--- src/rtl/tdm_pkg.sv ---
// TDM demux shared types: FSM states and default width.
// Imported by the interface, shift register and top.
package tdm_pkg;

  localparam int TDM_WIDTH = 8;

  typedef enum logic {
    HUNT = 1'b0,
    RECV = 1'b1
  } tdm_state_e;

endpackage

--- src/rtl/tdm_demux_2ch_if.sv ---
// TDM demux bus: serial input side (en/din/sync) and
// decoded outputs (ch0/ch1 words, valid, sel, locked, err).
interface tdm_demux_2ch_if
  import tdm_pkg::*;
#(
  parameter int WIDTH = TDM_WIDTH
);

  logic             en;
  logic             din;
  logic             sync;
  logic [WIDTH-1:0] ch0_data;
  logic [WIDTH-1:0] ch1_data;
  logic             valid;
  logic             sel;
  logic             locked;
  logic             err;

  modport master (
    output en, din, sync,
    input  ch0_data, ch1_data,
    input  valid, sel, locked, err
  );

  modport slave (
    input  en, din, sync,
    output ch0_data, ch1_data,
    output valid, sel, locked, err
  );

endinterface

--- src/rtl/tdm_shift_reg.sv ---
// MSB-first serial-in shift register, enable + sync reset.
// Ports: clk, rst, en, d in; q = WIDTH-bit contents.
module tdm_shift_reg
  import tdm_pkg::*;
#(
  parameter int WIDTH = TDM_WIDTH
) (
  input  logic             clk,
  input  logic             rst,
  input  logic             en,
  input  logic             d,
  output logic [WIDTH-1:0] q
);

  always_ff @(posedge clk) begin
    if (rst) begin
      q <= '0;
    end else if (en) begin
      q <= {q[WIDTH-2:0], d};
    end
  end

endmodule

--- src/rtl/tdm_demux_2ch.sv ---
// 2:1 TDM receiver: splits bit-interleaved serial line.
// Ports: clk, rst (sync, high), bus = tdm_demux_2ch_if.
module tdm_demux_2ch
  import tdm_pkg::*;
#(
  parameter int WIDTH = TDM_WIDTH
) (
  input  logic           clk,
  input  logic           rst,
  tdm_demux_2ch_if.slave bus
);

  localparam int CW = $clog2(2 * WIDTH);
  localparam logic [CW-1:0] LAST = CW'(2 * WIDTH - 1);
  localparam logic [CW-1:0] ONE  = CW'(1);

  tdm_state_e       state, state_d;
  logic [CW-1:0]    cnt, cnt_d;
  logic             sh0_en, sh1_en;
  logic             done, err_d;
  logic [WIDTH-1:0] sh0, sh1;
  logic [WIDTH-1:0] ch0_q, ch1_q;
  logic             valid_q, err_q;

  tdm_shift_reg #(.WIDTH(WIDTH)) u_sh0 (
    .clk (clk),
    .rst (rst),
    .en  (sh0_en),
    .d   (bus.din),
    .q   (sh0)
  );

  tdm_shift_reg #(.WIDTH(WIDTH)) u_sh1 (
    .clk (clk),
    .rst (rst),
    .en  (sh1_en),
    .d   (bus.din),
    .q   (sh1)
  );

  always_ff @(posedge clk) begin
    if (rst) begin
      state   <= HUNT;
      cnt     <= '0;
      valid_q <= 1'b0;
      err_q   <= 1'b0;
      ch0_q   <= '0;
      ch1_q   <= '0;
    end else begin
      state   <= state_d;
      cnt     <= cnt_d;
      valid_q <= done;
      err_q   <= err_d;
      if (done) begin
        // last bit is ch1 LSB; take it straight from din
        ch0_q <= sh0;
        ch1_q <= {sh1[WIDTH-2:0], bus.din};
      end
    end
  end

  always_comb begin
    state_d = state;
    cnt_d   = cnt;
    sh0_en  = 1'b0;
    sh1_en  = 1'b0;
    done    = 1'b0;
    err_d   = 1'b0;
    if (bus.en) begin
      unique case (state)
        HUNT: begin
          if (bus.sync) begin
            sh0_en  = 1'b1;
            cnt_d   = ONE;
            state_d = RECV;
          end
        end
        RECV: begin
          unique case (1'b1)
            bus.sync: begin
              // restart; mid-frame sync is a framing error
              err_d  = (cnt != '0);
              sh0_en = 1'b1;
              cnt_d  = ONE;
            end
            (!bus.sync && cnt == '0): begin
              err_d   = 1'b1;
              state_d = HUNT;
            end
            (!bus.sync && cnt != '0): begin
              sh0_en = ~cnt[0];
              sh1_en = cnt[0];
              if (cnt == LAST) begin
                done  = 1'b1;
                cnt_d = '0;
              end else begin
                cnt_d = cnt + ONE;
              end
            end
            default: ;
          endcase
        end
        default: ;
      endcase
    end
  end

  assign bus.ch0_data = ch0_q;
  assign bus.ch1_data = ch1_q;
  assign bus.valid    = valid_q;
  assign bus.err      = err_q;
  assign bus.locked   = (state == RECV);
  assign bus.sel      = (state == RECV) & cnt[0];

endmodule

--- src/flat_wrapper.sv ---
// flat-port wrapper written by rule: the top's interface ports become plain ports
module tdm_demux_2ch_flat import tdm_pkg::*;
#(
  parameter int WIDTH = TDM_WIDTH
)
  (clk, rst, bus_en, bus_din, bus_sync, bus_ch0_data, bus_ch1_data, bus_valid, bus_sel, bus_locked, bus_err);
  tdm_demux_2ch_if #(.WIDTH(WIDTH)) bus_i ();
  input  logic clk;
  input  logic rst;
  input wire logic [$bits(bus_i.en)-1:0] bus_en;
  input wire logic [$bits(bus_i.din)-1:0] bus_din;
  input wire logic [$bits(bus_i.sync)-1:0] bus_sync;
  output wire logic [$bits(bus_i.ch0_data)-1:0] bus_ch0_data;
  output wire logic [$bits(bus_i.ch1_data)-1:0] bus_ch1_data;
  output wire logic [$bits(bus_i.valid)-1:0] bus_valid;
  output wire logic [$bits(bus_i.sel)-1:0] bus_sel;
  output wire logic [$bits(bus_i.locked)-1:0] bus_locked;
  output wire logic [$bits(bus_i.err)-1:0] bus_err;
  assign bus_i.en = bus_en;
  assign bus_i.din = bus_din;
  assign bus_i.sync = bus_sync;
  assign bus_ch0_data = bus_i.ch0_data;
  assign bus_ch1_data = bus_i.ch1_data;
  assign bus_valid = bus_i.valid;
  assign bus_sel = bus_i.sel;
  assign bus_locked = bus_i.locked;
  assign bus_err = bus_i.err;
  tdm_demux_2ch #(.WIDTH(WIDTH)) u_core (.clk(clk), .rst(rst), .bus(bus_i));
endmodule
--- config.mk ---
export PLATFORM = sky130hd
export DESIGN_NAME = tdm_demux_2ch_flat
export DESIGN_NICKNAME = d
export VERILOG_FILES = /design/src/rtl/tdm_pkg.sv /design/src/rtl/tdm_demux_2ch_if.sv /design/src/rtl/tdm_shift_reg.sv /design/src/rtl/tdm_demux_2ch.sv /design/src/flat_wrapper.sv
export SDC_FILE = /design/constraint.sdc
export NUM_CORES = 1
export LEC_CHECK = 0
export CORE_ASPECT_RATIO = 0.8
export CORE_MARGIN = 3
export CORE_UTILIZATION = 47
export DETAILED_ROUTE_END_ITERATION = 10
export GPL_TIMING_DRIVEN = 0
export PLACE_DENSITY = 0.83
export SYNTH_ARGS = -nofsm -noshare
export SYNTH_HDL_FRONTEND = slang
export SYNTH_SLANG_ARGS = --single-unit
--- constraint.sdc ---
create_clock -name clk -period 1.7 [get_ports clk]
set_input_delay 0.17 -clock clk [delete_from_list [all_inputs] [get_ports clk]]
set_output_delay 0.17 -clock clk [all_outputs]
set_load 0.005 [all_outputs]
After elaboration in Yosys (flattened, before gate mapping)
Index checks and enable logic that the tools add are counted.
{"block": "totals", "reg_bits": 38, "input_bits": 5}
{"block": "op_classes", "add_sub_neg": 1, "eq_ne": 3, "n_mux": 18, "bitwise": 4, "n_reduce_logical": 7}
{"cell": "$pmux W4 S2", "n": 2}
{"cell": "$mux W1", "n": 10}
{"cell": "$mux W4", "n": 2}
{"cell": "$pmux W1 S2", "n": 4}
{"cell": "$add A4 B1 Y4 const B", "n": 1}
{"cell": "$eq A4 B4 Y1 const B", "n": 1}
{"cell": "$logic_not A4 Y1", "n": 1}
{"cell": "$reduce_bool A4 Y1", "n": 1}
{"cell": "$ne A3 B3 Y1 const B", "n": 1}
{"cell": "$not A1 Y1", "n": 3}
{"cell": "$reduce_and A3 Y1", "n": 1}
{"cell": "$reduce_or A3 Y1", "n": 1}
{"cell": "$logic_and A1 B1 Y1", "n": 2}
{"cell": "$ne A2 B2 Y1 const B", "n": 1}
{"cell": "$and A1 B1 Y1", "n": 1}
{"cell": "$logic_not A1 Y1", "n": 1}

Depth between registers and ports, before layout
Gate-level depths: netlist (run 1).
{"block": "logic_depth", "depth_word": 5, "ltp_mapped": 9, "ltp_nobuf": 8}

By module
A second synthesis (run 1) with hierarchy kept.
{"block": "hier_totals", "hier_cells": 171, "area_unflattened_um2": 1741.7}
{"mod": "tdm_demux_2ch", "n_inst": 1, "cells_each": 119, "area_each_um2": 1171.1, "seq_area_each_um2": 460.4}
{"mod": "tdm_shift_reg", "n_inst": 2, "cells_each": 26, "area_each_um2": 285.3, "seq_area_each_um2": 160.2}

Least setup slack after synthesis (run 1)
No wires, ideal clock.
{"block": "synth_path", "path_type": "reg2reg", "from": "register u_core.cnt[0]", "to": "register u_core.u_sh0.q[0]", "t_arrival_ns": 1.662, "required_time_ns": 1.628, "slack_ns": -0.033, "path_stages_with_launch": 9, "path_buffers": 0, "synth_period_minus_slack_ns": 1.733, "path_cell_list": "dfxtp_1 -> inv_1 -> ha_1 -> nand2_1 -> inv_1 -> ha_1 -> a21bo_2 -> a21oi_4 -> mux2i_1"}
{"block": "synth_via", "elab_chain_len": 5}
{"element": "start: declaration", "line_no": "tdm_demux_2ch.sv:18", "text": "logic [CW-1:0] cnt, cnt_d;"}
{"element": "start signal: assignment", "line_no": "tdm_demux_2ch.sv:51", "text": "cnt <= cnt_d;"}
{"element": "$reduce_bool A4 Y1", "line_no": "tdm_demux_2ch.sv:90", "text": "(!bus.sync && cnt != '0): begin"}
{"element": "$logic_and A1 B1 Y1", "line_no": "tdm_demux_2ch.sv:90"}
{"element": "$pmux W1 S2 *", "line_no": "tdm_demux_2ch.sv:79", "text": "unique case (1'b1)"}
{"element": "$pmux W1 S2 *", "line_no": "tdm_demux_2ch.sv:70", "text": "unique case (state)"}
{"element": "$mux W1 *", "line_no": "tdm_demux_2ch.sv:69", "text": "if (bus.en) begin"}
{"element": "end signal: assignment", "line_no": "tdm_shift_reg.sv:19", "text": "q <= {q[WIDTH-2:0], d};"}
{"element": "end: declaration", "line_no": "tdm_shift_reg.sv:12", "text": "output logic [WIDTH-1:0] q"}
Mark *: on every way between the ends. The rest lies on a longest branch, timed or not.
A chain may end at the register's enable or synchronous reset.

Worst setup path after layout (run 1)
{"block": "layout_path", "from": "register u_core.cnt[1]", "to": "register u_core.u_sh0.q[2]"}
{"block": "layout_via", "elab_chain_len": 5}
{"element": "$reduce_bool A4 Y1", "line_no": "tdm_demux_2ch.sv:90"}
{"element": "$logic_and A1 B1 Y1", "line_no": "tdm_demux_2ch.sv:90"}
{"element": "$pmux W1 S2", "line_no": "tdm_demux_2ch.sv:79"}
{"element": "$pmux W1 S2", "line_no": "tdm_demux_2ch.sv:70"}
{"element": "$mux W1", "line_no": "tdm_demux_2ch.sv:69"}
Every way passes these cells.

==> reports/results.tsv, run 1 <==
metric	value	unit
vias per std cell	5.573	
post-synthesis xor/xnor area fraction	0	%
# port buffers	24	
Critical Path Fanout Max	8	
DR pass1 iterations	4	
outcome	complete, no violations	
Routed Antenna Nets	0	
iteration-0 DRC count of the detailed router	59	
Tcrit/Tclk final	96.99	%
post-synth top area share	47.57	%
total power	1792	uW
vias after detailed routing	1449	
max_cap viols	0	
number of I/O pins	25	
Adder-Cell Fraction of Synth Area	3.912	%
Final Skew	0.004174	ns
initial antenna violation count	0	
Layout Nets	229	
Tightest Pin Transition	0.4654	ns
number of global-route vias before repair	1288	
CTS max path bufs	2	
CP Launch Type	register	
kind of critical path	reg -> reg	
routed len/inst	14.89	um
internal power	1401	uW
crit end category	register	
number of remaining DRC errors	0	
Num Clock Sinks	38	
post-synthesis area per instance	8.738	um^2
WL final	3871	um
Final Hold Viols	0	
layout cell share with drive strength beyond 1	15.45	%
Total GRT Usage	18.12	%
Worst Path Required	1.92	ns
Final min period	1.649	ns
Core ar.	3176	um^2
sw frac	21.83	%
hpwl dp	2509	um
logic gate share of total power	7.8	%
CTS buffer count	5	
max frequency	606.5	MHz
Clk Latency, worst-skew pair	0.29	ns
final slew viol count	0	
post-synthesis simple-gate area fraction	20.66	%
PD cells	836.0	nW/um^2
Clk pwr share	41.8	%
Die H	58.17	um
global-route wire length before repair	5892	um
sequential fraction of the synthesis area	47.57	%
Area contributors post-synth	dfxtp_1, a21oi_1, nand3_1	
hold slack	0.4592	ns
Die Span X	71.22	um
post-synthesis mux area share	5.008	%
final setup violation count	0	
CTS tree	yes	
post-synth top area cell	dfxtp_1	
H-tree depth	2	
crit path DAT	1.87	ns
num rows	18	
part of the power in registers	50.4	%
grt met3 use	4.159	%
placer congestion estimate	0.7969	
Rel. slew slack	68.97	%
Netlist cell types	32	
YS warnings	0	
standby leakage power	0.0007392	uW
starting density of the core	50.35	%
met2 GRT Util	28.53	%
die area	4143	um^2
worst hold path class	reg -> reg	
Layout Utilization	67.49	%
synthesized area	1599	um^2
Seq cells post-synth	38	
Clk pin slew, worst setup/hold paths	0.07	ns
peak supply drop	0.7231	mV
Most Crowded Layer GR	met2	
clock root buffer	clkbuf_8	
cells after synthesis	183	
Ant. Diodes	0	
Synth Area in Compound Gates	18.31	%
Layout Area Growth over Synthesis	34.04	%
grt ovf	0	
largest net degree at the start of global routing	12	
Fillers	272	
Synthesized Nets	193	
met1 GRT Util	23.80	%
main combinational cell family by area after synthesis	simple AND/OR/NAND/NOR gates	
Net Sw Power	391.1	uW
==> state kept, by name, indices dropped and copies added (netlist names) <==
| name | count |
|---|---|
| u_core.cnt | 4 |
| u_core.bus.valid | 1 |
| u_core.u_sh1.q | 7 |
| u_core.bus.err | 1 |
| u_core.bus.locked | 1 |
| u_core.bus.ch1_data | 8 |
| u_core.u_sh0.q | 8 |
| u_core.bus.ch0_data | 8 |
==> metal layers <==
metal	part of all wire (%)	wire length [um]	vias up
met5	0	0	-
met4	1.6	63	0
met3	4.0	153	8
met2	48	1844	34
met1	47	1810	690
li1	-	-	717
==> layout make-up <==
cell class | instances | area (um^2) | area share [%]
Tap cell | 40 | 50.05 | 2.335
Inverter | 5 | 21.27 | 0.9924
Multi-Input combinational cell | 128 | 819.5 | 38.24
Buffer | 11 | 77.57 | 3.619
Timing Repair Buffer | 30 | 297.8 | 13.89
Clock inverter | 1 | 30.03 | 1.401
Sequential cell | 38 | 770.7 | 35.96
Clock buffer | 7 | 76.32 | 3.561
==> power by group through the flow <==
stage | Combinational (uW) | Clock, uW | Sequential (uW)
finish | 140 | 750 | 902
global route | 151 | 789 | 903
CTS | 119 | 755 | 902
detailed placement | 97.0 | 0 | 925
global placement | 95.4 | 0 | 924
floorplan | 61.3 | 0 | 923
==> path summary, 6_finish.rpt <==
path / startpoint / to / slack, ns / cells past startpoint
worst max-delay path: u_core.cnt[1]$_SDFFE_PP0P_ / u_core.u_sh0.q[2]$_SDFFE_PP0P_ / 0.05 / 9
worst min-delay path: u_core.u_sh1.q[6]$_SDFFE_PP0P_ / u_core.u_sh1.q[6]$_SDFFE_PP0P_ / 0.46 / 2
worst max register to register: u_core.cnt[1]$_SDFFE_PP0P_ / u_core.u_sh0.q[2]$_SDFFE_PP0P_ / 0.05 / 9
worst min register to register: u_core.u_sh1.q[6]$_SDFFE_PP0P_ / u_core.u_sh1.q[6]$_SDFFE_PP0P_ / 0.46 / 2
==> placed cells by master (no fill, tap or decap), drive strengths merged <==
| master | count |
|---|---|
| dfxtp | 38 |
| a21oi | 26 |
| clkdlybuf4s50 | 24 |
| nand3 | 20 |
| o21ai | 19 |
| nand2 | 17 |
| clkbuf | 12 |
| buf | 12 |
| nand2b | 9 |
| mux2i | 8 |
| inv | 5 |
| ha | 5 |
| nor2 | 4 |
| nand4b | 2 |
| and3 | 2 |
| nand4 | 2 |
| and2 | 1 |
| and4b | 1 |
| nor2b | 1 |
| a21bo | 1 |
| nor3 | 1 |
| a311oi | 1 |
| o21a | 1 |
| a31oi | 1 |
| a211oi | 1 |
| a21boi | 1 |
| o2111ai | 1 |
| and3b | 1 |
| nand3b | 1 |
| and4 | 1 |
| bufinv | 1 |
==> stage by stage <==
| step | setup WS [ns] | TNS, ns | cells | instance area, um^2 |
|---|---|---|---|---|
| 2_1_floorplan | 0.02206 | 0 | 183 | 1600 |
| 3_3_place_gp | -0.3732 | -7.691 | 247 | 1891 |
| 3_5_place_dp | -0.4379 | -9.007 | 247 | 1891 |
| 4_1_cts | 0.01122 | 0 | 258 | 2069 |
| 5_1_grt | -0.02121 | -0.1482 | 260 | 2143 |
| 6_report | 0.05115 | 0 | 260 | 2143 |
==> cell usage after synthesis <==
master / number
and3b_1: 1
nand4_1: 2
nand2_1: 17
buf_2: 4
inv_1: 5
nand2b_1: 9
a31oi_1: 1
a21oi_4: 1
nand3_1: 20
mux2i_1: 8
a311oi_1: 1
buf_4: 1
a21boi_0: 1
nand4b_1: 2
and3_1: 2
o21ai_0: 18
a211oi_1: 1
nand3b_1: 1
ha_1: 5
nor2b_1: 1
o2111ai_1: 1
o21a_1: 1
and2_1: 1
nor2_1: 4
a21bo_2: 1
o21ai_1: 1
nor3_1: 1
dfxtp_1: 38
and4_1: 1
and4b_1: 1
clkbuf_1: 7
a21oi_1: 25
==> critical path, stage by stage, from the launching register on <==
cell     delay, ns
dfxtp_2       0.36
inv_2         0.04
ha_2          0.19
nand2_4       0.09
inv_4         0.04
ha_4          0.16
a21bo_4       0.24
a21oi_4       0.13
buf_12        0.14
mux2i_1       0.17
==> cells by family after synthesis <==
| logic type | Yosys count |
|---|---|
| buffers and inverters | 17 |
| DFF | 38 |
| and+or+nand+nor | 63 |
| adders and majority gates | 5 |
| muxes | 8 |
| AOI/OAI and AO/OA | 52 |
==> what timing repair did <==
action,CTS,global route
setup buffers,3,3
endpoints found under the hold margin,0,0
cloned,0,0
hold buffers,0,0
pin swaps,1,2
setup endpoints to repair,35,30
resized for setup,13,20
Power figures use the tool's default switching activity.
==> run 2, diff against run 1 <==
--- a/config.mk
+++ b/config.mk
@@ -5,12 +5,12 @@
 export SDC_FILE = /design/constraint.sdc
 export NUM_CORES = 1
 export LEC_CHECK = 0
+export ABC_AREA = 1
 export CORE_ASPECT_RATIO = 0.8
 export CORE_MARGIN = 3
 export CORE_UTILIZATION = 47
 export DETAILED_ROUTE_END_ITERATION = 10
-export GPL_TIMING_DRIVEN = 0
-export PLACE_DENSITY = 0.83
+export PLACE_DENSITY = 0.74
 export SYNTH_ARGS = -nofsm -noshare
 export SYNTH_HDL_FRONTEND = slang
 export SYNTH_SLANG_ARGS = --single-unit
==> run 2 against run 1 <==
- area after synthesis is 1.3% lower
- critical path depth is 1 higher
- total power is 15% higher
- largest cell class is now flip-flops and latches
==> reports/results.tsv, run 2 <==
metric	value	unit	change
Seq cells post-synth	38		unchanged
Final min period	1.624	ns	-0.02488 ns
Ant. Diodes	0		unchanged
clock root buffer	clkbuf_8		
cells after synthesis	215		+17%
CTS tree	yes		
number of global-route vias before repair	1211		-6.0%
max frequency	615.8	MHz	+1.5%
commonest non-fill, non-tap cells in the layout	nor2_1, dfxtp_1, nand2_1		
internal power	1622	uW	+16%
Tcrit/Tclk final	95.53	%	-1.5 points
starting density of the core	50.08	%	-0.28 points
YS warnings	0		unchanged
DP Worst Slack	-0.05532	ns	+0.3826 ns
Critical Path Fanout Max	6		-2
total power	2065	uW	+15%
initial antenna violation count	0		unchanged
Fillers	277		+1.8%
sequential fraction of the synthesis area	48.18	%	+0.60 points
Clk pwr share	45.8	%	+4.0 points
layout cell share with drive strength beyond 1	17.86	%	+2.4 points
max_cap viols	0		unchanged
PD cells	977.2	nW/um^2	+17%
outcome	complete, no violations		
Routed Antenna Nets	0		unchanged
post-synthesis area per instance	7.344	um^2	-16%
number of I/O pins	25		unchanged
DR pass1 iterations	4		unchanged
hpwl dp	2045	um	-18%
kind of critical path	reg -> reg		
part of the power in registers	45.2	%	-5.2 points
commonest non-fill, non-tap cell in the layout	nor2_1		
Core ar.	3153	um^2	-0.71%
synthesized area	1579	um^2	-1.3%
CTS buffer count	5		unchanged
final setup violation count	0		unchanged
routed len/inst	10.36	um	-30%
Top FF cell, synth	dfxtp_1		
vias after detailed routing	1343		-7.3%
post-synth top area cell	dfxtp_1		
num rows	18		unchanged
Clk Latency, worst-skew pair	0.29	ns	about the same
Rel. slew slack	75.47	%	+6.5 points
Final Hold Viols	0		unchanged
standby leakage power	0.0009053	uW	+22%
die area	4095	um^2	-1.1%
Final Skew	0.001626	ns	-0.002548 ns
grt ovf	0		unchanged
post-synth top area share	48.18	%	+0.60 points
WL final	3025	um	-22%
Num Clock Sinks	38		unchanged
vias per std cell	4.599		-17%
CP Launch Type	register		
placed insts	282		+14%
Post-synth EDFFs	0		unchanged
final slew viol count	0		unchanged
crit-path cells	inv_2 -> ha_1 -> nand3_2 -> ha_2 -> nand2_2 -> nor2_4 -> nand2_4 -> buf_4 -> o21ai_1 -> nor2_1		
peak supply drop	0.5264	mV	-27%
Area contributors post-synth	dfxtp_1, nor2_1, o21ai_0		
fin cells	292		+12%
Tightest Pin Transition	0.3679	ns	-0.09749 ns
H-tree depth	2		unchanged
largest net degree at the start of global routing	35		+23
RSZ-0062 raised after global routing	yes		
worst setup margin	0.07603	ns	+0.02488 ns
logic gate share of total power	9.0	%	+1.2 points
CTS max path bufs	2		unchanged
worst hold path class	reg -> reg		
sw frac	21.44	%	-0.38 points
iteration-0 DRC count of the detailed router	119		+100%
placer congestion estimate	0.8066		+1.2%
CTS Hold Bufs	0		unchanged
most common cell in the synthesized netlist	nor2_1		
Netlist cell types	19		-41%
# port buffers	24		unchanged
Layout Area Growth over Synthesis	33.84	%	
Total GRT Usage	15.97	%	-2.1 points
Die H	57.84	um	-0.57%
Layout Nets	261		+14%
crit path DAT	1.81	ns	-0.06 ns
number of remaining DRC errors	0		unchanged
slowest CP cell	dfxtp_2		
top cells by count, synth	nor2_1, dfxtp_1, nand2_1		
global-route wire length before repair	5140	um	-13%
crit end category	register		
crit-path max cell delay	0.33	ns	-0.03 ns
Clk pin slew, worst setup/hold paths	0.07	ns	about the same
Net Sw Power	442.9	uW	+13%
Worst Path Required	1.89	ns	-0.03 ns
Synthesized Nets	225		+17%
asr flop ratio synth	0	%	unchanged
Die Span X	70.81	um	-0.58%
run 2: changes by cell type in the layout (fill, tap and decap cells not counted), sizes merged, moves of 6 or more:
cell | previous run | this run
a21oi | 26 | 6
nand3 | 20 | 3
clkbuf | 12 | 6
mux2i | 8 | 0
nand2b | 9 | 0
o21ai | 19 | 25
inv | 5 | 23
nor2 | 4 | 69
nand2 | 17 | 37
run 2: path summary, 6_finish.rpt:
path / from / to / slack, ns / cells past startpoint
worst max-delay path: u_core.cnt[0]$_SDFFE_PP0P_ / u_core.bus.ch1_data[2]$_SDFFE_PP0P_ / 0.08 / 10
worst min-delay path: u_core.bus.ch0_data[3]$_SDFFE_PP0P_ / u_core.bus.ch0_data[3]$_SDFFE_PP0P_ / 0.48 / 2
worst max register to register: u_core.cnt[0]$_SDFFE_PP0P_ / u_core.bus.ch1_data[2]$_SDFFE_PP0P_ / 0.08 / 10
worst min register to register: u_core.bus.ch0_data[3]$_SDFFE_PP0P_ / u_core.bus.ch0_data[3]$_SDFFE_PP0P_ / 0.48 / 2
run 2: area by class of cell:
class                      instances  area, um^2  area share, %
sequential                        38       763.2          36.12
multi-input combinational        147       732.0          34.64
timing repair buffer              35       334.1          15.81
inverter                          24       91.34          4.322
clock buffer                       6       82.58          3.908
clock inverter                     2       60.06          2.842
tap                               40       50.05          2.368
run 2: critical path: cells and delay by family (launching register included):
family          cells  cell delay (ns)
fa+ha+maj           2             0.41
compound gates      1             0.12
flops               1             0.33
buf+inv             2             0.21
simple gates        5             0.46
run 2: cells by family after synthesis:
logic type,Yosys count,share of synthesized area (%)
AOI/OAI and AO/OA,32,10.54
adders and majority gates,5,3.962
buffers and inverters,30,8.240
DFF,38,48.18
and+or+nand+nor,110,29.08
run 2: per-stage QoR:
stage	cell area (um^2)	hold slack (ns)	util, %	setup TNS (ns)
4_1_cts	2056	0.4848	65.20	0
6_report	2113	0.4831	67.02	0
3_5_place_dp	1898	0.4672	60.20	-0.1315
2_1_floorplan	1579	0.2391	-	0
5_1_grt	2113	0.5104	67.02	-0.1765
3_3_place_gp	1898	0.4560	60.20	-0.03940
run 2: power groups by stage:
stage          combinational (uW)  sequential [uW]  clock (uW)
2_1_floorplan                 111              949           0
3_3_place_gp                  163              949           0
4_1_cts                       172              929         960
3_5_place_dp                  166              949           0
5_1_grt                       216              937        1000
6_report                      187              933         946
run 2: per-layer routing:
metal  wire (um)  vias to the layer above  GRT usage [%]
li1            -                      733              -
met1        1521                      581          20.56
met2        1322                       24          24.57
met3         133                        5          5.719
met4          48                        0          6.434
met5           0                        -              0
run 2: timing repair:
| action | 4_1_cts | 5_1_grt |
|---|---|---|
| endpoints found under the hold margin | 0 | 0 |
| resized for setup | 1 | 32 |
| pin swaps | 1 | 2 |
| setup endpoints to repair | 7 | 32 |
| buffers inserted | 2 | 0 |
| cloned | 0 | 0 |
